==> config.mk <==
export PLATFORM = sky130hd
export DESIGN_NAME = regfile_wb_arbiter
export DESIGN_NICKNAME = d
export VERILOG_FILES = /design/src/rtl/regfile_pkg.sv /design/src/rtl/rr_arbiter.sv /design/src/rtl/regfile_wb_arbiter.sv
export SDC_FILE = /design/constraint.sdc
export NUM_CORES = 1
export LEC_CHECK = 0
export CAP_MARGIN = 0
export CELL_PAD_IN_SITES_DETAIL_PLACEMENT = 2
export CELL_PAD_IN_SITES_GLOBAL_PLACEMENT = 2
export CORE_MARGIN = 2
export CORE_UTILIZATION = 27
export CTS_CLUSTER_DIAMETER = 80
export DETAILED_ROUTE_END_ITERATION = 6
export GPL_TIMING_DRIVEN = 1
export PLACE_DENSITY = 0.89
export SYNTH_ARGS = -nofsm -noshare
export SYNTH_HDL_FRONTEND = slang
export SYNTH_SLANG_ARGS = --single-unit
==> constraint.sdc <==
create_clock -name clk -period 8.1 [get_ports clk]
set_input_delay 1.215 -clock clk [delete_from_list [all_inputs] [get_ports clk]]
set_output_delay 1.215 -clock clk [all_outputs]
set_load 0.01 [all_outputs]
==> src/rtl/regfile_pkg.sv <==
// rtl/regfile_pkg.sv - shared register-file widths, writeback FSM states and helpers
package regfile_pkg;
    localparam int XLEN       = 32;
    localparam int REG_ADDR_W = 5;
    localparam int NUM_REGS   = 32;

    typedef enum logic {
        CLEAR = 1'b0,
        RUN   = 1'b1
    } wb_state_t;

    function automatic logic [NUM_REGS-1:0] reg_onehot(input logic [REG_ADDR_W-1:0] rd);
        return NUM_REGS'(1) << rd;
    endfunction
endpackage

==> src/rtl/rr_arbiter.sv <==
// rtl/rr_arbiter.sv - combinational round-robin arbiter, search starts at ptr
module rr_arbiter #(
    parameter int N  = 3,
    parameter int IW = (N > 1) ? $clog2(N) : 1
) (
    input  logic [N-1:0]  req,
    input  logic [IW-1:0] ptr,
    output logic [N-1:0]  grant,
    output logic [IW-1:0] idx,
    output logic          found
);
    int j;

    always_comb begin
        grant = '0;
        idx   = '0;
        found = 1'b0;
        j     = 0;
        for (int k = 0; k < N; k++) begin
            j = (int'(ptr) + k) % N;
            if (!found && req[j]) begin
                found    = 1'b1;
                grant[j] = 1'b1;
                idx      = IW'(j);
            end
        end
    end
endmodule

==> src/rtl/regfile_wb_arbiter.sv <==
// rtl/regfile_wb_arbiter.sv - round-robin writeback arbiter with post-reset register clear
module regfile_wb_arbiter
    import regfile_pkg::*;
#(
    parameter int NUM_REQ        = 3,
    parameter bit CLEAR_ON_RESET = 1'b1
) (
    input  logic                          clk,
    input  logic                          reset,
    input  logic [NUM_REQ-1:0]            req_valid,
    input  logic [REG_ADDR_W*NUM_REQ-1:0] req_rd,
    input  logic [XLEN*NUM_REQ-1:0]       req_data,
    output logic [NUM_REQ-1:0]            req_ready,
    output logic                          rf_regWrite,
    output logic [REG_ADDR_W-1:0]         rf_addr,
    output logic [XLEN-1:0]               rf_dataIn,
    output logic [NUM_REGS-1:0]           pending,
    output logic                          busy
);
    localparam int        PTR_W       = $clog2(NUM_REQ);
    localparam wb_state_t RESET_STATE = CLEAR_ON_RESET ? CLEAR : RUN;

    wb_state_t             state, state_d;
    logic [REG_ADDR_W-1:0] clr_addr, clr_addr_d;
    logic [PTR_W-1:0]      rr_ptr, ptr_next;
    logic                  wr_q;
    logic [REG_ADDR_W-1:0] addr_q;
    logic [XLEN-1:0]       data_q;
    logic [NUM_REGS-1:0]   pending_q, pending_d, set_mask, clr_mask;

    logic [NUM_REQ-1:0]    grant;
    logic [PTR_W-1:0]      grant_idx;
    logic                  grant_any;
    logic                  run_active, clear_active, accept;
    logic [REG_ADDR_W-1:0] acc_rd;
    logic [XLEN-1:0]       acc_data;

    rr_arbiter #(.N(NUM_REQ), .IW(PTR_W)) u_rr_arbiter (
        .req   (req_valid),
        .ptr   (rr_ptr),
        .grant (grant),
        .idx   (grant_idx),
        .found (grant_any)
    );

    // Gating with reset keeps grants and clear writes off while reset is held low.
    assign run_active   = reset && (state == RUN);
    assign clear_active = reset && (state == CLEAR);
    assign req_ready    = run_active ? grant : '0;
    assign accept       = run_active && grant_any;
    assign acc_rd       = req_rd[REG_ADDR_W*grant_idx +: REG_ADDR_W];
    assign acc_data     = req_data[XLEN*grant_idx +: XLEN];
    assign ptr_next     = (grant_idx == PTR_W'(NUM_REQ - 1)) ? '0 : grant_idx + 1'b1;

    // Set wins over clear when the same register is re-accepted while being written.
    assign set_mask  = (accept && acc_rd != '0) ? reg_onehot(acc_rd) : '0;
    assign clr_mask  = wr_q ? reg_onehot(addr_q) : '0;
    assign pending_d = ((pending_q & ~clr_mask) | set_mask) & ~NUM_REGS'(1);

    always_comb begin
        state_d    = state;
        clr_addr_d = clr_addr;
        case (state)
            CLEAR: begin
                clr_addr_d = clr_addr + 1'b1;
                if (clr_addr == REG_ADDR_W'(NUM_REGS - 1))
                    state_d = RUN;
            end
            RUN: state_d = RUN;
            default: state_d = RESET_STATE;
        endcase
    end

    always_ff @(posedge clk or negedge reset) begin
        if (!reset) begin
            state     <= RESET_STATE;
            clr_addr  <= REG_ADDR_W'(1);
            rr_ptr    <= '0;
            wr_q      <= 1'b0;
            addr_q    <= '0;
            data_q    <= '0;
            pending_q <= '0;
        end else begin
            state    <= state_d;
            clr_addr <= clr_addr_d;
            if (state == CLEAR) begin
                wr_q      <= 1'b0;
                addr_q    <= clr_addr;
                data_q    <= '0;
                pending_q <= '0;
            end else begin
                pending_q <= pending_d;
                wr_q      <= accept && (acc_rd != '0);
                if (accept) begin
                    addr_q <= acc_rd;
                    data_q <= acc_data;
                    rr_ptr <= ptr_next;
                end
            end
        end
    end

    assign rf_regWrite = clear_active ? 1'b1     : wr_q;
    assign rf_addr     = clear_active ? clr_addr : addr_q;
    assign rf_dataIn   = clear_active ? '0       : data_q;
    assign pending     = pending_q;
    assign busy        = (state == CLEAR);
endmodule

# Yosys cells after proc, flatten, opt, wreduce, memory -nomap -nowiden
# Cells that the tools add are included.
# word_totals
regBits	78
word_cells	86
inputBits	116
output_inout_bits	74
# classes
addsub	4
muxes	39
eq_ne	3
shift	4
n_lt_le_gt_ge	6
n_reduce_logical	13
mul	1
div_mod_pow	3
n_bitwise	6
# op_table
cell	count
32-bit two-way mux	6
32-bit by 1-bit greater-or-equal comparator with 1-bit output (second input constant)	3
32-bit by 4-bit less-than comparator with 1-bit output (second input constant)	3
96-bit by 8-bit variable part select with 32-bit output	1
32-bit by 3-bit modulo with 32-bit output (second input constant)	2
1-bit by 5-bit left shift with 32-bit output (first input constant)	2
32-bit bitwise AND	1
3-bit by 3-bit modulo with 32-bit output (second input constant)	1
32-bit NOT	1
32-bit bitwise OR	1
1-bit two-way mux	15
5-bit two-way mux	3
15-bit by 6-bit variable part select with 5-bit output	1
3-bit two-way mux	4
1-bit logical AND	9
2-bit two-way mux	4
1-bit binary-select mux with 2-bit select	3
1-bit demux with 2-bit select	3
3-bit bitwise OR	2
5-bit by 1-bit adder with 5-bit output (second input constant)	1
5-bit equality test (second input constant)	1
3-bit by 2-bit multiplier with 5-bit output (first input constant)	1
5-bit nonzero test	1
2-bit by 1-bit adder with 3-bit output (second input constant)	1
8 further kinds	9

# Longest topological paths before layout
# Gate-level depths: netlist of run 1.
# logic_depth
depth_word	18
depth_mapped	12
mapped_depth_nobuf	9

# By module
# Synthesis of run 1 repeated with hierarchy kept, for this count alone.
# unflattened
cells_unflattened	522
hier_area_um2	4854.7
# modules_own_cells
module	area_each_um2	cells_each	instances
regfile_wb_arbiter	4473.0	470	1
rr_arbiter	381.6	52	1

# Worst setup path after synthesis of run 1
# Ideal clock, no wire load.
# synth_path
path_type	input -> output
start	input req_valid[0]
end	output req_ready[2]
arrival_ns	2.120
setup_slack_ns	4.765
path_buffers	0
stages	5
cell_sequence	mux2_4 a21oi_2 mux2i_1 o21a_1 nor2_1
# synth_via
elab_chain_cells	11
word_cells_on_any_way	21
classes_between	15 x mux; 2 x bitwise; 4 x reduce/logical
# synth_rtl
item	line_no	rtl
start, declared	regfile_wb_arbiter.sv:10	input logic [NUM_REQ-1:0] req_valid,
1-bit binary-select mux with 2-bit select	rr_arbiter.sv:21	if (!found && req[j]) begin
1-bit two-way mux (not written as such) (2 in series)	rr_arbiter.sv:21	
1-bit two-way mux	rr_arbiter.sv:21	
1-bit logical NOT	rr_arbiter.sv:21	
1-bit logical AND	rr_arbiter.sv:21	
1-bit two-way mux	rr_arbiter.sv:21	
1-bit logical NOT	rr_arbiter.sv:21	
1-bit logical AND	rr_arbiter.sv:21	
3-bit two-way mux (*)	rr_arbiter.sv:21	
3-bit two-way mux (*)	regfile_wb_arbiter.sv:49	assign req_ready = run_active ? grant : '0;
end, declared	regfile_wb_arbiter.sv:13	output logic [NUM_REQ-1:0] req_ready,
# Mark *: on every way between the ends. The rest lies on a longest branch, timed or not. The select of a mux whose other input is x is not followed.

# Worst setup path in the final report of run 1
# layout_path
start	input req_valid[1]
end	output req_ready[0]
# The elaborated chain is that of the path after synthesis.

==> flow_metrics.py, run 1 <==
metrics = {
    "clocking": {
        "clockBufferDepth": 2,
        "ctsHtreeMaxLevel": 3,
        "clk_pin_slew_ns": 0.06,
        "cts_tree": "yes",
        "tritoncts.num_buffers": 9,
        "cts_hold_buffers": 0,
        "cts_resized": 0,
        "clkLatencyLatePin_ns": 0.34,
        "postCtsSetupRepairBufs": 0,
        "cts_sinks": 77,
        "root_buffer": "clkbuf_16",
    },
    "yosys": {
        "synth_edf_count": 0,
        "synth_xor_xnor_area_share": 0.005636,
        "avgSynthCellArea_um2": 8.948,
        "yosys_warnings": 0,
        "synth_top_cell_area_share": 0.4079,
        "synthArstFlopShare": 1.000,
        "ys_ff_latch": 77,
        "ys_seq_area_frac": 0.4136,
        "ys.flop_type": "dfrtp_1",
        "postSynthCellCount": 521,
        "yosys-mux-area-fraction": 0.1014,
        "synthTopCellsByArea": "dfrtp_1, mux2i_1, o21ai_0",
        "yosysTopAreaCell": "dfrtp_1",
        "synth-simple-area-share": 0.1889,
        "yosys.area_share.adder": 0.01610,
        "synth_cell_types": 53,
        "syn_area_mm2": 0.004662,
        "synth_fp_nets": 643,
        "synth_top_family_by_area": "compound AO/OA/AOI/OAI gates",
        "synth_compound_area_frac": 0.2262,
    },
    "final_layout": {
        "nets": 807,
        "stdcell_area_mm2": 0.006989,
        "area_growth_pct": 49.92,
        "layout-drive-gt1-share": 0.06522,
        "layout_commonest_cell": "clkdlybuf4s50_1",
        "layout_common_cells": "clkdlybuf4s50_1, dfrtp_1, o21ai_0, nand3_1, mux2i_1",
        "antennaDiodeCount": 0,
    },
    "drt": {
        "drc": 0,
        "wl_um": 18680,
        "drtPass1Iterations": 4,
        "ant_nets": 0,
        "vias": 4778,
        "wl_per_cell_um": 20.41,
        "drt-vias-per-instance": 5.222,
        "drt_iter0_markers": 170,
    },
    "floorplanning": {
        "die_h_um": 135.4,
        "start_util": 0.2724,
        "die-area_mm2": 0.01833,
        "die_w_um": 135.4,
        "io_pins": 190,
        "core_area_mm2": 0.01712,
        "rows": 48,
    },
    "setup_path": {
        "crit_path_end_kind": "output pin",
        "cp_top_family": "buffers and inverters",
        "crit_slowest_cell": "clkdlybuf4s50_1",
        "worstPathMaxFanout": 7,
        "cp.arrival_ns": 3.35,
        "crit_type": "input pin to output pin",
        "cp-start-kind": "input pin",
        "worst-path-buf-inv": 3,
        "crit_path_frequent_cell": "clkdlybuf4s50_1",
        "critPathRequiredTime_ns": 6.88,
        "path_cells": "clkdlybuf4s50_1, mux2i_1, mux2_2, inv_1, a221oi_1, a211oi_1, clkdlybuf4s50_1",
        "max_stage_delay_ns": 0.60,
    },
    "pwr": {
        "powerDensity_mw_per_mm2": 401.1,
        "p_leak_nw": 2.810,
        "irDropWorstVdd_mv": 0.1680,
    },
    "placed_design": {
        "place.gp.congestion": 0.7896,
        "dp_hpwl_um": 14430,
        "io_buffers": 188,
        "postPlaceCellArea_mm2": 0.006680,
    },
    "timing": {
        "setup-violations-final": 0,
        "rsz0062_at_grt": "false",
        "skew_ns": 0.007186,
        "fmax_mhz": 218.9,
        "fin_crit_ns": 4.569,
        "slew_violations": 0,
        "setup_tns_ns": 0,
        "final-hold-violation-count": 0,
        "timing.final.crit_share": 0.5641,
        "max_slew.worst_pin.slew_ns": 1.041,
        "slew_headroom": 0.3061,
    },
    "global_routing": {
        "antenna_found_initial": 0,
        "grt_overflow_total": 0,
        "grtUsageTotal": 0.2079,
        "grt_pass1_vias": 5491,
        "grt_start_max_net_pins": 80,
        "grt_pass1_wl_um": 29700,
    },
    "worst_hold_path": {
        "hold_class": "register to register",
    },
    "job": {
        "maxCapViolations": 0,
    },
    "status": {
        "status": "complete, no violations",
    },
}
## worst paths after layout
check | to | startpoint | slack, ns | depth (start not counted)
setup / recovery | req_ready[0] | req_valid[1] | 3.53 | 7
max in group asynchronous | state$_DFF_PN0_ | reset | 6.32 | 1
min in group asynchronous | pending[1]$_DFF_PN0_ | reset | 1.05 | 1
hold / removal | data_q[3]$_DFFE_PN0P_ | data_q[3]$_DFFE_PN0P_ | 0.51 | 2
hold reg to reg | data_q[3]$_DFFE_PN0P_ | data_q[3]$_DFFE_PN0P_ | 0.51 | 2
setup reg to reg | data_q[29]$_DFFE_PN0P_ | rr_ptr[1]$_DFFE_PN0P_ | 4.69 | 10
## per-layer routing
layer / GRT usage / vias up / wire [µm]
met5: 0 / - / 0
met4: 0.05440 / 0 / 323
met3: 0.05312 / 28 / 1215
met2: 0.3931 / 183 / 9849
met1: 0.2307 / 2337 / 7290
li1: - / 2230 / -
## tightest hold or removal path, stage by stage (launching register included)
cell     delay, ns
dfrtp_1       0.34
nand3_1       0.07
o21ai_0       0.07
## logic make-up after synthesis
family          after synthesis
xor+xnor                      3
compound gates              169
flops                        77
other cells                   1
simple gates                170
buf+inv                      49
mux                          46
fa+ha+maj                     6
## stage by stage
stage                     setup WS [ns]  instances    util  hold slack [ns]  total power, W
after floorplan                   4.765        521       -           0.4590        0.001696
after global placement            3.641        899  0.3903           0.4820        0.002294
after detailed placement          3.507        899  0.3903           0.5010        0.002412
after CTS                         3.501        915  0.4083           0.5148        0.002850
after global routing              3.391        915  0.4083           0.5453        0.003042
final                             3.531        915  0.4083           0.5096        0.002803
## synth_stat cells (all sizes together), types with 6 or more instances
| cell | n |
|---|---|
| o21a | 6 |
| mux2i | 39 |
| nand3 | 49 |
| a21oi | 39 |
| dfrtp | 76 |
| nor2 | 38 |
| o22ai | 13 |
| o21ai | 71 |
| clkbuf | 28 |
| nand2b | 9 |
| ha | 6 |
| o211ai | 14 |
| and2 | 32 |
| inv | 9 |
| buf | 12 |
| mux2 | 7 |
| o311ai | 7 |
| nand2 | 21 |
## sequential cells by signal, indices dropped and copies added (netlist names)
signal and flops:
state 1, pending 31, data_q 32, addr_q 5, wr_q 1, clr_addr 5
rr_ptr 2
## power breakdown
part / leakage [nW] / switching (W) / internal [W]
Sequential: 0.982 / 0.000120 / 0.000541
Combinational: 1.68 / 0.000971 / 0.000745
Clock: 0.147 / 0.000156 / 0.000270
## layout make-up
type / instances / area, µm²
Clock buffer: 12 / 236.5
Clock inverter: 4 / 72.57
Fill cell: 1844 / 10130
Inverter: 9 / 33.78
Multi-Input combinational cell: 395 / 2519
Sequential cell: 77 / 1929
Tap cell: 225 / 281.5
Timing Repair Buffer: 193 / 1917
Power figures use the tool's default switching activity.
==> run 2: changes to the inputs <==
Settings changed: CORE_UTILIZATION 27 to 22, PLACE_DENSITY 0.89 to 0.78.
Clock period 8.1 ns to 3.9 ns, I/O delays scaled along.
==> run 2 against run 1 <==
  * Worst setup slack worse by 3.1 ns
  * Routed wire length down 1.1%
  * Power increased by 110%
  * Hold slack got worse by 0.25 ns
  * Die area is 22% higher
  * Utilization is 6.7 points lower
  * First-iteration DRC count fell by 13%
  * Clock-buffer cell count decreased by 3
  * Sequential cell count did not move
  * Combinational power increased by 110%
  * Largest power group unchanged
  * Clock skew up 0.00062 ns
==> flow_metrics.py, run 2 (synthesized netlist as in run 1, its figures left out) <==
metrics = {
    "status": {
        "status": "complete, no violations",
    },
    "placed_design": {
        "dp_worst_setup_slack_ns": 0.4437,
        "io_buffers": 188,
        "dp_hpwl_um": 14030,
        "place.gp.congestion": 0.8008,
        "postPlaceCellArea_mm2": 0.006810,
        "dp_cells": 953,
    },
    "timing": {
        "slew_headroom": 0.3862,
        "setup_ws_ns": 0.4265,
        "slew_violations": 0,
        "setup-violations-final": 0,
        "skew_ns": 0.007807,
        "setup_tns_ns": 0,
        "hold_slack_ns": 0.2575,
        "rsz0062_at_grt": "false",
        "final-hold-violation-count": 0,
        "timing.final.crit_share": 0.8906,
        "fin_crit_ns": 3.474,
        "fmax_mhz": 287.9,
        "max_slew.worst_pin.slew_ns": 0.9185,
    },
    "drt": {
        "drc": 0,
        "drtPass1Iterations": 4,
        "drt_iter0_markers": 148,
        "wl_per_cell_um": 19.07,
        "ant_nets": 0,
        "wl_um": 18480,
        "vias": 4732,
        "drt-vias-per-instance": 4.883,
    },
    "clocking": {
        "root_buffer": "clkbuf_16",
        "tritoncts.num_buffers": 9,
        "clk_pin_slew_ns": 0.07,
        "ctsHtreeMaxLevel": 3,
        "clkLatencyLatePin_ns": 0.34,
        "cts_resized": 0,
        "cts_tree": "yes",
        "cts_hold_buffers": 0,
        "clockBufferDepth": 2,
        "postCtsSetupRepairBufs": 0,
        "cts_sinks": 77,
    },
    "floorplanning": {
        "rows": 53,
        "start_util": 0.2232,
        "die_h_um": 149.6,
        "die-area_mm2": 0.02237,
        "die_w_um": 149.6,
        "core_area_mm2": 0.02089,
        "io_pins": 190,
    },
    "setup_path": {
        "worstPathMaxFanout": 10,
        "critPathRequiredTime_ns": 3.31,
        "reg2reg_to": "pending[19]$_DFF_PN0_",
        "crit_path_end_kind": "output pin",
        "r2r_cells": 9,
        "cp.arrival_ns": 2.89,
        "cp-start-kind": "register",
        "rr_startpoint": "rr_ptr[1]$_DFFE_PN0P_",
        "r2r_slack_ns": 0.57,
        "crit_type": "register to output pin",
    },
    "final_layout": {
        "layout_commonest_cell": "clkdlybuf4s50_1",
        "layout.cells.non_filler": 969,
        "nets": 811,
        "largest_reg_flops": 32,
        "layout-drive-gt1-share": 0.07493,
        "layout_common_cells": "clkdlybuf4s50_1, dfrtp_1, o21ai_0, nand3_1, mux2i_1",
        "antennaDiodeCount": 0,
        "top_register": "data_q",
        "area_growth_pct": 53.03,
        "stdcell_area_mm2": 0.007134,
    },
    "worst_hold_path": {
        "hold_class": "input pin to asynchronous set/reset pin",
    },
    "pwr": {
        "powerDensity_mw_per_mm2": 828.9,
        "p_leak_nw": 2.852,
        "irDropWorstVdd_mv": 0.3956,
    },
    "global_routing": {
        "grt_pass1_vias": 5284,
        "antenna_found_initial": 0,
        "grt_overflow_total": 0,
        "grt_pass1_wl_um": 29020,
        "grt_start_max_net_pins": 71,
        "grtUsageTotal": 0.1662,
    },
    "job": {
        "maxCapViolations": 0,
    },
}
==> run 2: changes by cell type in the layout (fill, tap and decap cells not counted), sizes merged <==
cell    change
buf         +4
clkbuf      -3
clkinv      +2
inv         +1
==> run 2: worst max-delay path by stage <==
stage                          start               endpoint
2_1_floorplan  rr_ptr[1]$_DFFE_PN0P_   pending[1]$_DFF_PN0_
3_3_place_gp            req_valid[2]  pending[10]$_DFF_PN0_
3_5_place_dp            req_valid[2]  pending[26]$_DFF_PN0_
4_1_cts        rr_ptr[1]$_DFFE_PN0P_           req_ready[2]
5_1_grt        rr_ptr[1]$_DFFE_PN0P_           req_ready[2]
6_report       rr_ptr[1]$_DFFE_PN0P_           req_ready[2]
==> run 2: critical path: stages, from the launching register on <==
cell	delay (ns)
dfrtp_1	0.41
inv_1	0.11
ha_1	0.40
mux2_4	0.35
a21oi_2	0.32
mux2i_1	0.13
o21a_1	0.19
nor2_1	0.09
clkdlybuf4s50_1	0.54
==> run 2: through the flow <==
step / utilization / power, W
2_1_floorplan: - / 0.003522
3_3_place_gp: 0.3260 / 0.004833
3_5_place_dp: 0.3260 / 0.005056
4_1_cts: 0.3415 / 0.006031
5_1_grt: 0.3415 / 0.006397
6_report: 0.3415 / 0.005914
==> run 2: layout make-up <==
| cell class | instances | area, µm² |
|---|---|---|
| fillers | 2320 | 13750 |
| repair buffers | 197 | 1984 |
| clock buffers | 9 | 225.2 |
| flip-flops and latches | 77 | 1929 |
| multi-input cells | 395 | 2519 |
| clock inverters | 7 | 98.84 |
| inverters | 9 | 33.78 |
| well taps | 275 | 344.1 |
==> run 2: report_power, final <==
| group | switching [W] | internal, W |
|---|---|---|
| registers | 0.000246 | 0.00112 |
| clock network | 0.000359 | 0.000564 |
| logic | 0.00201 | 0.00161 |
| total | 0.00262 | 0.00330 |
==> run 2: layer usage <==
| metal | GRT usage | vias to the layer above | routed length [µm] |
|---|---|---|---|
| met2 | 0.2993 | 132 | 9641 |
| met4 | 0.04238 | 0 | 184 |
| met3 | 0.04512 | 15 | 1150 |
| li1 | - | 2225 | - |
| met5 | 0 | - | 0 |
| met1 | 0.1944 | 2360 | 7506 |
==> run 3: changes to the inputs <==
Settings changed: GPL_ROUTABILITY_DRIVEN from default to 0, SKIP_CTS_REPAIR_TIMING from default to 1.
==> results of run 3 <==
Final layout, timing and power as in run 2 (identical DEF).
